--- src/rtl/half_cycle_sequencer.sv ---
// -----------------------------------------------------------------------------
// half_cycle_sequencer
//
// Control sequencer for a core that executes each 32-bit instruction as two
// 16-bit halves. Every instruction runs FETCH -> DECODE -> EXE_H0 -> EXE_H1,
// then an optional MEM_WAIT, then RETIRE. The half order (lower half first or
// upper half first) is captured in DECODE. A load/store waits in MEM_WAIT for
// dmem_ack. If the ack does not arrive within MEM_TIMEOUT cycles, the sticky
// bus_err flag is set and the instruction is retired anyway.
//
// Parameters
//   MEM_TIMEOUT  maximum MEM_WAIT cycles before a bus error (1..255)
//   CNT_W        width of the retired-instruction counter
//
// Ports
//   clk          core clock, rising edge
//   rst          asynchronous active-high reset
//   run          level enable; a new instruction starts only while high
//   imem_ack     instruction word valid, completes FETCH
//   ser_start    first half from decode (0 = lower, 1 = upper), used in DECODE
//   mem_op       instruction is a load/store, sampled in EXE_H1
//   dmem_ack     data access complete, observed only in MEM_WAIT
//   imem_req     fetch request (FETCH)
//   first_cycle  decode strobe (DECODE)
//   half_sel     half being executed (0 = lower, 1 = upper), else 0
//   exe_valid    an execute half-cycle is active
//   dmem_req     data memory request (MEM_WAIT)
//   pc_en        PC / register-file commit strobe (RETIRE)
//   retired      retired-instruction count, wraps silently
//   bus_err      sticky data-memory timeout flag
//   busy         state is not IDLE
// -----------------------------------------------------------------------------
module half_cycle_sequencer #(
  parameter int unsigned MEM_TIMEOUT = 255,
  parameter int unsigned CNT_W       = 32
) (
  input  logic             clk,
  input  logic             rst,
  input  logic             run,
  input  logic             imem_ack,
  input  logic             ser_start,
  input  logic             mem_op,
  input  logic             dmem_ack,
  output logic             imem_req,
  output logic             first_cycle,
  output logic             half_sel,
  output logic             exe_valid,
  output logic             dmem_req,
  output logic             pc_en,
  output logic [CNT_W-1:0] retired,
  output logic             bus_err,
  output logic             busy
);

  typedef enum logic [2:0] {
    S_IDLE     = 3'd0,
    S_FETCH    = 3'd1,
    S_DECODE   = 3'd2,
    S_EXE_H0   = 3'd3,
    S_EXE_H1   = 3'd4,
    S_MEM_WAIT = 3'd5,
    S_RETIRE   = 3'd6
  } state_t;

  // The wait counter holds the number of MEM_WAIT cycles already spent
  // without an ack. When it reaches MEM_TIMEOUT-1 at the start of a cycle,
  // this is the last allowed cycle: no ack in this cycle means a timeout.
  localparam logic [7:0] WAIT_LAST = 8'(MEM_TIMEOUT - 1);

  state_t           state_q, state_d;
  logic             order_q, order_d;
  logic [7:0]       wait_q, wait_d;
  logic [CNT_W-1:0] retired_q, retired_d;
  logic             bus_err_q, bus_err_d;
  logic             timeout_s;

  assign timeout_s = (wait_q == WAIT_LAST);

  // State and datapath registers, asynchronously cleared by rst.
  always_ff @(posedge clk or posedge rst) begin
    if (rst) begin
      state_q   <= S_IDLE;
      order_q   <= 1'b0;
      wait_q    <= 8'd0;
      retired_q <= '0;
      bus_err_q <= 1'b0;
    end else begin
      state_q   <= state_d;
      order_q   <= order_d;
      wait_q    <= wait_d;
      retired_q <= retired_d;
      bus_err_q <= bus_err_d;
    end
  end

  // Next-state logic, half-order capture, wait counter, retire count and error flag.
  always_comb begin
    state_d   = state_q;
    order_d   = order_q;
    wait_d    = wait_q;
    retired_d = retired_q;
    bus_err_d = bus_err_q;
    case (state_q)
      S_IDLE: begin
        if (run) begin
          state_d = S_FETCH;
        end else begin
          state_d = S_IDLE;
        end
      end
      S_FETCH: begin
        if (imem_ack) begin
          state_d = S_DECODE;
        end else begin
          state_d = S_FETCH;
        end
      end
      S_DECODE: begin
        order_d = ser_start;
        state_d = S_EXE_H0;
      end
      S_EXE_H0: begin
        state_d = S_EXE_H1;
      end
      S_EXE_H1: begin
        if (mem_op) begin
          wait_d  = 8'd0;
          state_d = S_MEM_WAIT;
        end else begin
          state_d = S_RETIRE;
        end
      end
      S_MEM_WAIT: begin
        // An ack in the final allowed cycle takes priority over the timeout.
        if (dmem_ack) begin
          state_d = S_RETIRE;
        end else if (timeout_s) begin
          bus_err_d = 1'b1;
          state_d   = S_RETIRE;
        end else begin
          wait_d  = wait_q + 8'd1;
          state_d = S_MEM_WAIT;
        end
      end
      S_RETIRE: begin
        retired_d = retired_q + {{(CNT_W-1){1'b0}}, 1'b1};
        if (run) begin
          state_d = S_FETCH;
        end else begin
          state_d = S_IDLE;
        end
      end
      default: begin
        state_d = S_IDLE;
      end
    endcase
  end

  // Moore output decode from the registered state.
  always_comb begin
    imem_req    = 1'b0;
    first_cycle = 1'b0;
    half_sel    = 1'b0;
    exe_valid   = 1'b0;
    dmem_req    = 1'b0;
    pc_en       = 1'b0;
    busy        = (state_q != S_IDLE);
    case (state_q)
      S_FETCH:    imem_req    = 1'b1;
      S_DECODE:   first_cycle = 1'b1;
      S_EXE_H0: begin
        exe_valid = 1'b1;
        half_sel  = order_q;
      end
      S_EXE_H1: begin
        exe_valid = 1'b1;
        half_sel  = ~order_q;
      end
      S_MEM_WAIT: dmem_req    = 1'b1;
      S_RETIRE:   pc_en       = 1'b1;
      default: begin
        imem_req = 1'b0;
      end
    endcase
  end

  assign retired = retired_q;
  assign bus_err = bus_err_q;

endmodule

--- config.mk ---
export PLATFORM = sky130hd
export DESIGN_NAME = half_cycle_sequencer
export DESIGN_NICKNAME = d
export VERILOG_FILES = /design/src/rtl/half_cycle_sequencer.sv
export SDC_FILE = /design/constraint.sdc
export NUM_CORES = 1
export LEC_CHECK = 0
export CAP_MARGIN = 5
export CORE_MARGIN = 3
export CORE_UTILIZATION = 41
export CTS_BUF_LIST = sky130_fd_sc_hd__clkbuf_16
export DETAILED_ROUTE_END_ITERATION = 10
export PLACE_DENSITY_LB_ADDON = 0.2
export SLEW_MARGIN = 20
export SYNTH_ARGS = -nofsm -noshare
export SYNTH_HDL_FRONTEND = slang
export SYNTH_SLANG_ARGS = --single-unit
export TNS_END_PERCENT = 30
--- constraint.sdc ---
create_clock -name clk -period 3.2 [get_ports clk]
set_input_delay 0.48 -clock clk [delete_from_list [all_inputs] [get_ports clk]]
set_output_delay 0.48 -clock clk [all_outputs]
set_load 0.05 [all_outputs]
==> results of run 1 <==
critical path, stage by stage (launching register included):
cell and delay (ns):
dfrtp_1 0.53, nor2_1 0.21, nand2_1 0.11, o21ai_0 0.19, clkdlybuf4s50_1 0.82
Yosys cell counts (2+ instances only):
master	n
and3_1	6
mux2i_1	2
nor2_1	10
xnor2_1	28
nand2_1	17
a21o_1	3
ha_1	3
nor3b_1	3
nor2b_1	2
or3_1	3
and4_1	4
nor4_4	2
buf_6	2
buf_2	2
xor2_1	4
buf_4	3
nand3_1	20
a21oi_1	3
o221ai_1	2
o21ai_0	7
dfrtp_1	45
nand4_1	17
and2_1	4
inv_1	7
kinds of logic (layout without fill, tap and decap cells):
logic type | count (synthesis) | after routing | share of synthesized area
multiplexers | 3 | 3 | 0.01375
flip-flops | 45 | 45 | 0.4950
buffers and inverters | 14 | 64 | 0.03575
AO/OA/AOI/OAI | 19 | 19 | 0.05335
AND/OR/NAND/NOR | 96 | 96 | 0.2624
XOR/XNOR | 32 | 32 | 0.1232
adder cells (fa/ha/maj) | 3 | 3 | 0.01650
per-layer routing:
metal / wire length, um / part of all wire
met5: 0 / 0
met4: 45 / 0.0099
met3: 189 / 0.042
met2: 2076 / 0.46
met1: 2239 / 0.49
power breakdown:
part	switching (mW)	internal [mW]
clock network	0.203	0.282
logic	0.330	0.204
registers	0.122	0.637
final cells by class:
cell class                      instances  area, sq um
Fill cell                             435         2310
Sequential cell                        45         1126
Multi-Input combinational cell        153         1067
Timing Repair Buffer                   49        483.0
Clock buffer                            5        125.1
Tap cell                               70        87.58
Inverter                                7        26.28
Clock inverter                          3        12.51
sequential cells by signal, summed over array words and instances, names as in the netlist:
| name | flops |
|---|---|
| wait_q | 8 |
| retired | 32 |
| order_q | 1 |
| bus_err | 1 |
| state_q | 3 |
stage by stage:
step / worst slack [ns] / util / cells / hold WS [ns]
floorplan: 0.8920 / - / 212 / 0.4807
global placement: 0.9643 / 0.5327 / 324 / 0.4459
detailed placement: 0.8811 / 0.5327 / 324 / 0.4536
CTS: 0.5502 / 0.5590 / 332 / 0.4672
global route: 0.4166 / 0.5590 / 332 / 0.4953
finish: 0.5662 / 0.5590 / 332 / 0.4605
how the worst max path moves through the flow:
stage / to / slack, ns / depth (start not counted)
5_1_grt: half_sel / 0.42 / 4
3_3_place_gp: half_sel / 0.96 / 4
4_1_cts: half_sel / 0.55 / 4
6_report: half_sel / 0.57 / 4
2_1_floorplan: order_q / 0.89 / 3
3_5_place_dp: half_sel / 0.88 / 4
==> results.yml, run 1 <==
yosys:
  ys_types: 37
  synth_seq_area_share: 0.4950
  syn_avg_cell_area_sq_um: 10.73
  ys_ff_latch: 45
  netlist_area_sq_mm: 0.002275
  synth_top_area_share: 0.4950
  syn_nets: 222
  synthFlopType: "dfrtp_1"
  synthTopCellsByArea: "dfrtp_1 (50%), xnor2_1 (11%), nand4_1 (4.7%)"
  synth_warnings: 0
  synth_top_cell_by_area: "dfrtp_1"
  synth-edff-count: 0
  async_reset_ff_frac: 1.000
  synth_cells: 212
drt:
  wl_per_cell_um: 13.70
  first_pass_iters: 4
  drt_iter0_drc: 55
  totalWireLength_um: 4550
  drc: 0
  vias: 1740
  ant_nets: 0
  vias_per_cell: 5.241
die:
  initial_core_util: 0.4343
  design.portCount: 47
  core_area_sq_mm: 0.005238
  fp.dieH_um: 80.49
  num_rows: 26
  die_x_um: 80.49
  dieArea_sq_mm: 0.006478
setup_path:
  crit_fanout: 14
  crit_arrival_ns: 2.15
  crit-reg2reg-launch: "wait_q[0]"
  cp.required_ns: 2.72
  reg2reg_setup_slack_ns: 1.38
  reg2reg_to: "wait_q[2]"
  crit_path_end_kind: "primary output"
  critPathKind: "reg2out"
  r2r_cells: 7
  cp-startpoint: "state_q[1]"
  cp-start-kind: "register"
worst_hold_path:
  hold_path.class: "reg2reg"
  min_path_cells: 1
  holdPathEnd: "bus_err"
  worstHoldStart: "bus_err"
timing:
  hold_violations: 0
  rsz0062_at_grt: "no"
  tightest_slew_ns: 0.9415
  slew_viol_final: 0
  period_minus_slack_ns: 2.634
  max_clock_freq_ghz: 0.3797
  relSlewSlack: 0.3685
  fin_tns_setup_ns: 0
  finalSetupViolCount: 0
  finClkSkew_ns: 0.005349
  fin_crit_sh: 0.8231
final_layout:
  layout_commonest_cell: "clkdlybuf4s50_1"
  layout_common_cells: "clkdlybuf4s50_1 (46), dfrtp_1 (45), xnor2_1 (28)"
  num_antenna_cells: 0
  final_nets: 271
  drive_gt1_frac: 0.06489
  fin_area_sq_mm: 0.002928
  syn2layout_area_growth_pct: 28.71
power_and_ir_drop:
  ir_drop_mv: 0.3206
  powerDensity_mw_per_mm2: 607.7
  p_leak_nw: 1.311
  power.total_mw: 1.779
outcome:
  outcome: "finished, final reports clean"
clocking:
  root_buffer: "clkbuf_16"
  post_cts_resized: 0
  cts_setup_buffers: 0
  clock_path_buffers: 2
  clock-sinks: 45
  htreeDepth: 2
  clk_pin_slew_worst_paths_ns: 0.06
  numCtsBuffers: 5
  cts_tree: "yes"
  cts_hold_buf: 0
  clock_latency_ns: 0.28
global_route:
  grt_use_total: 0.1540
  grt_overflow_total: 0
  grt_antenna_before_repair: 0
  met3_usage: 0.03812
  grt_util_met2: 0.2376
  grt_max_degree: 27
  grt_pass1_vias: 1641
  grt_busiest_layer: "met2"
  grt_pass1_wl_um: 7700
  use_met1: 0.2132
placement:
  dpl_cell_area_sq_mm: 0.002790
  place.gp.congestion: 0.7404
  numPortBuffers: 46
  hpwlAfterDp_um: 3229
flow_run:
  cap_violations: 0
Power figures use the tool's default switching activity.
==> run 2: changes to the inputs <==
clock period = 2.4 ns   (was 3.2 ns; I/O delays follow)
==> run 2 against run 1 <==
Sequential share of layout area hardly changed. Register-to-register slack worse by 0.80 ns. Final area is 0.13% lower. Non-clock buffer count stayed put. First-iteration DRC count is 75% higher. Core utilization is 0.072 points lower. Combinational power is 30% higher. Hold slack worse by 0.0058 ns. Critical path depth is 2 lower. Largest power group unchanged.
==> results.yml, run 2 (synthesis results as in run 1) <==
outcome:
  outcome: "finished, final reports clean"
placement:
  place.gp.congestion: 0.8204
  hpwlAfterDp_um: 3306
  place_inst: 324
  dp_slack_ns: 0.3026
  dpl_cell_area_sq_mm: 0.002783
  numPortBuffers: 46
drt:
  vias: 1735
  wl_per_cell_um: 14.25
  drt_iter0_drc: 96
  vias_per_cell: 5.226
  ant_nets: 0
  totalWireLength_um: 4731
  first_pass_iters: 4
  drc: 0
setup_path:
  cp-start-kind: "register"
  cp.required_ns: 2.04
  crit_fanout: 11
  critPathTopFamily: "buffers and inverters"
  max_stage_delay_ns: 0.71
  critPathKind: "reg2out"
  slowest_stage: "clkdlybuf4s50_1"
  cp_cell_sequence: "or3_1, clkdlybuf4s50_1"
  crit_path_end_kind: "primary output"
  crit_arrival_ns: 1.93
  cp.buffers_inverters: 1
timing:
  finClkSkew_ns: 0.004191
  setup_slack_ns: 0.1133
  max_clock_freq_ghz: 0.4373
  rsz0062_at_grt: "no"
  hold_violations: 0
  fin_crit_sh: 0.9528
  fin_tns_setup_ns: 0
  relSlewSlack: 0.5746
  tightest_slew_ns: 0.6334
  slew_viol_final: 0
  finalSetupViolCount: 0
  period_minus_slack_ns: 2.287
final_layout:
  layout_common_cells: "dfrtp_1 (45), clkdlybuf4s50_1 (40), xnor2_1 (28)"
  fin_area_sq_mm: 0.002924
  finalNonFillerCells: 332
  largest_reg_flops: 32
  drive_gt1_frac: 0.07634
  final_nets: 271
  syn2layout_area_growth_pct: 28.55
  layout_commonest_cell: "dfrtp_1"
  num_antenna_cells: 0
global_route:
  grt_pass1_vias: 1560
  grt_pass1_wl_um: 7762
  grt_use_total: 0.1553
  grt_busiest_layer: "met1"
  use_met1: 0.2273
  grt_max_degree: 46
  met3_usage: 0.03812
  grt_overflow_total: 0
  grt_antenna_before_repair: 0
  grt_util_met2: 0.2260
flow_run:
  cap_violations: 0
power_and_ir_drop:
  power.total_mw: 2.366
  powerDensity_mw_per_mm2: 809.3
  p_leak_nw: 1.352
  ir_drop_mv: 0.4270
clocking:
  htreeDepth: 2
  cts_tree: "yes"
  clock-sinks: 45
  root_buffer: "clkbuf_16"
  clock_latency_ns: 0.28
  cts_hold_buf: 0
  numCtsBuffers: 5
  clk_pin_slew_worst_paths_ns: 0.06
  clock_path_buffers: 2
die:
  dieArea_sq_mm: 0.006478
  num_rows: 26
  initial_core_util: 0.4343
  die_x_um: 80.49
  core_area_sq_mm: 0.005238
  design.portCount: 47
  fp.dieH_um: 80.49
worst_hold_path:
  hold_path.class: "reg2reg"
==> run 2: cell types whose count changed in the layout (fill, tap and decap cells not counted), sizes merged <==
cell and change:
clkdlybuf4s50 -6, buf +3, dlygate4sd2 +1, dlymetal6s2s +2
==> run 2: final cells by class <==
cell class	instances	area [sq um]
clock buffer	5	125.1
clock inverter	3	12.51
fill	468	2313
inverter	7	26.28
multi-input combinational	153	1067
sequential	45	1126
tap	70	87.58
timing repair buffer	49	479.2
==> run 2: layer usage <==
layer	wire length [um]	up-vias
met5	0	-
met4	59	0
li1	-	859
met1	2392	842
met3	178	6
met2	2101	28
==> run 2: report_power, final <==
group | total (mW) | internal [mW] | switching, mW | leakage (nW)
Clock | 0.650 | 0.377 | 0.274 | 0.0687
Combinational | 0.696 | 0.257 | 0.439 | 0.668
Sequential | 1.02 | 0.849 | 0.172 | 0.615
==> run 2: worst register-to-register path, stage by stage (launching register included) <==
cell	delay, ns
dfrtp_1	0.63
nand4b_4	0.19
nor4_4	0.55
nand4_1	0.18
xnor2_1	0.16
==> run 2: final timing paths <==
path | cells after the start | slack [ns] | start | endpoint
hold reg to reg | 1 | 0.45 | bus_err | bus_err
max in group asynchronous | 3 | 1.47 | rst | state_q[2]
setup reg to reg | 4 | 0.58 | state_q[1] | retired[30]
hold / removal | 1 | 0.45 | bus_err | bus_err
min in group asynchronous | 3 | 0.53 | rst | retired[0]
setup / recovery | 2 | 0.11 | state_q[2] | busy
==> run 2: per-stage QoR <==
stage | hold slack, ns | utilization
after CTS | 0.4608 | 0.5573
after detailed placement | 0.4468 | 0.5313
after global placement | 0.4451 | 0.5313
after floorplan | 0.4807 | -
final | 0.4547 | 0.5583
after global routing | 0.4952 | 0.5583
==> run 2: what timing repair did <==
item,in CTS,in global routing
endpoints found under the hold margin,0,0
buffers inserted,0,0
resized for setup,1,2
setup endpoints to repair,1,2
==> run 3: changes to the inputs <==
DONT_BUFFER_PORTS = 1   (was default)
==> run 3 against run 2 <==
Final area down 5.0%. Global-route usage up 0.96 points. Register-to-register slack gained 0.03 ns. Routed wire length rose by 1.4%. Largest cell class unchanged.
==> results.yml, run 3 (synthesis results as in run 1) <==
final_layout:
  fin_area_sq_mm: 0.002779
  utilization: 0.5306
  syn2layout_area_growth_pct: 22.17
  final_nets: 258
  largest_reg_flops: 32
  finalNonFillerCells: 319
  num_antenna_cells: 0
  drive_gt1_frac: 0.2129
  layout_commonest_cell: "dfrtp_1"
  fillers: 480
  layout_common_cells: "dfrtp_1 (45), buf_4 (35), xnor2_1 (28)"
clocking:
  clock_path_buffers: 2
  clock_latency_ns: 0.28
  numCtsBuffers: 5
  post_cts_resized: 0
  cts_tree: "yes"
  clock-sinks: 45
  cts_setup_buffers: 0
  clk_pin_slew_worst_paths_ns: 0.06
  htreeDepth: 2
  root_buffer: "clkbuf_16"
  cts_hold_buf: 1
die:
  dieArea_sq_mm: 0.006478
  core_area_sq_mm: 0.005238
  design.portCount: 47
  initial_core_util: 0.4343
  num_rows: 26
  fp.dieH_um: 80.49
  die_x_um: 80.49
worst_hold_path:
  min_path_cells: 1
  holdPathEnd: "state_q[0]"
  worstHoldStart: "imem_ack"
  hold_path.class: "in2reg"
timing:
  fin_crit_sh: 0.7984
  fin_hold_ws_ns: 0.2295
  finalSetupViolCount: 0
  relSlewSlack: 0.5267
  slew_viol_final: 0
  period_minus_slack_ns: 1.916
  fin_tns_setup_ns: 0
  tightest_slew_ns: 0.7047
  max_clock_freq_ghz: 0.5219
  finClkSkew_ns: 0.005484
  rsz0062_at_grt: "no"
  hold_violations: 0
  setup_slack_ns: 0.4840
drt:
  vias_per_cell: 5.285
  totalWireLength_um: 4798
  drt_iter0_drc: 94
  wl_per_cell_um: 15.04
  vias: 1686
  drc: 0
  ant_nets: 0
  first_pass_iters: 4
setup_path:
  crit_arrival_ns: 1.56
  crit-reg2reg-launch: "state_q[1]"
  crit_path_end_kind: "primary output"
  r2r_cells: 4
  critPathKind: "reg2out"
  cp-start-kind: "register"
  cp.required_ns: 2.04
  reg2reg_to: "retired[26]"
  reg2reg_setup_slack_ns: 0.61
  crit_fanout: 10
global_route:
  grt_use_total: 0.1649
  grt_pass1_wl_um: 8100
  grt_max_degree: 18
  grt_pass1_vias: 1610
  grt_overflow_total: 0
  grt_antenna_before_repair: 0
flow_run:
  cap_violations: 0
power_and_ir_drop:
  p_leak_nw: 1.357
  p_int_mw: 1.653
  ir_drop_mv: 0.5337
  swShare: 0.3498
  power_frac_seq: 0.391
  combPwrFrac: 0.259
  p_sw_mw: 0.8893
  powerDensity_mw_per_mm2: 914.8
  clock_power_share: 0.349
  power.total_mw: 2.542
placement:
  dp_slack_ns: 0.6096
  dpl_cell_area_sq_mm: 0.002575
  numPortBuffers: 0
  hpwlAfterDp_um: 3520
  place_inst: 310
  place.gp.congestion: 0.8035
outcome:
  outcome: "finished, final reports clean"
==> run 3: changes by cell type in the layout (fill, tap and decap cells not counted), moves of 2 or more <==
cell             delta
clkdlybuf4s50_1    -40
dlymetal6s2s_1      -2
clkinv_1            -3
bufinv_16           +2
buf_4              +29
==> run 3: worst max-delay path by stage <==
| stage | slack, ns | endpoint | start |
|---|---|---|---|
| final | 0.48 | exe_valid | state_q[0] |
| after global routing | 0.34 | exe_valid | state_q[0] |
| after CTS | 0.47 | exe_valid | state_q[0] |
| after detailed placement | 0.61 | retired[26] | state_q[1] |
| after global placement | 0.65 | retired[26] | state_q[1] |
| after floorplan | 0.09 | order_q | state_q[2] |
==> run 3: layout make-up <==
| class | count | area, sq um | share of cell area |
|---|---|---|---|
| clock buffer | 5 | 125.1 | 0.04502 |
| clock inverter | 3 | 68.82 | 0.02476 |
| inverter | 7 | 26.28 | 0.009455 |
| multi-input combinational | 153 | 1072 | 0.3859 |
| sequential | 45 | 1126 | 0.4052 |
| tap | 70 | 87.58 | 0.03152 |
| timing repair buffer | 36 | 272.8 | 0.09815 |
==> run 3: power by group through the flow <==
stage / sequential, mW / combinational [mW] / clock (mW)
after global routing: 1.02 / 0.719 / 0.950
final: 0.995 / 0.659 / 0.888
after global placement: 1.00 / 0.656 / 0
after floorplan: 1.03 / 0.502 / 0
after CTS: 0.994 / 0.666 / 0.918
after detailed placement: 1.01 / 0.660 / 0
==> run 3: critical path: stages (launching register included) <==
cell,delay (ns)
dfrtp_1,0.52
nor2b_1,0.27
nand2_1,0.08
nand2_1,0.40
==> run 3: layer usage <==
metal / vias to the layer above / share of wire / global-route usage
met3: 4 / 0.076 / 0.05157
met1: 816 / 0.46 / 0.2252
li1: 822 / - / -
met4: 0 / 0.015 / 0.07095
met5: - / 0 / 0
met2: 44 / 0.45 / 0.2392
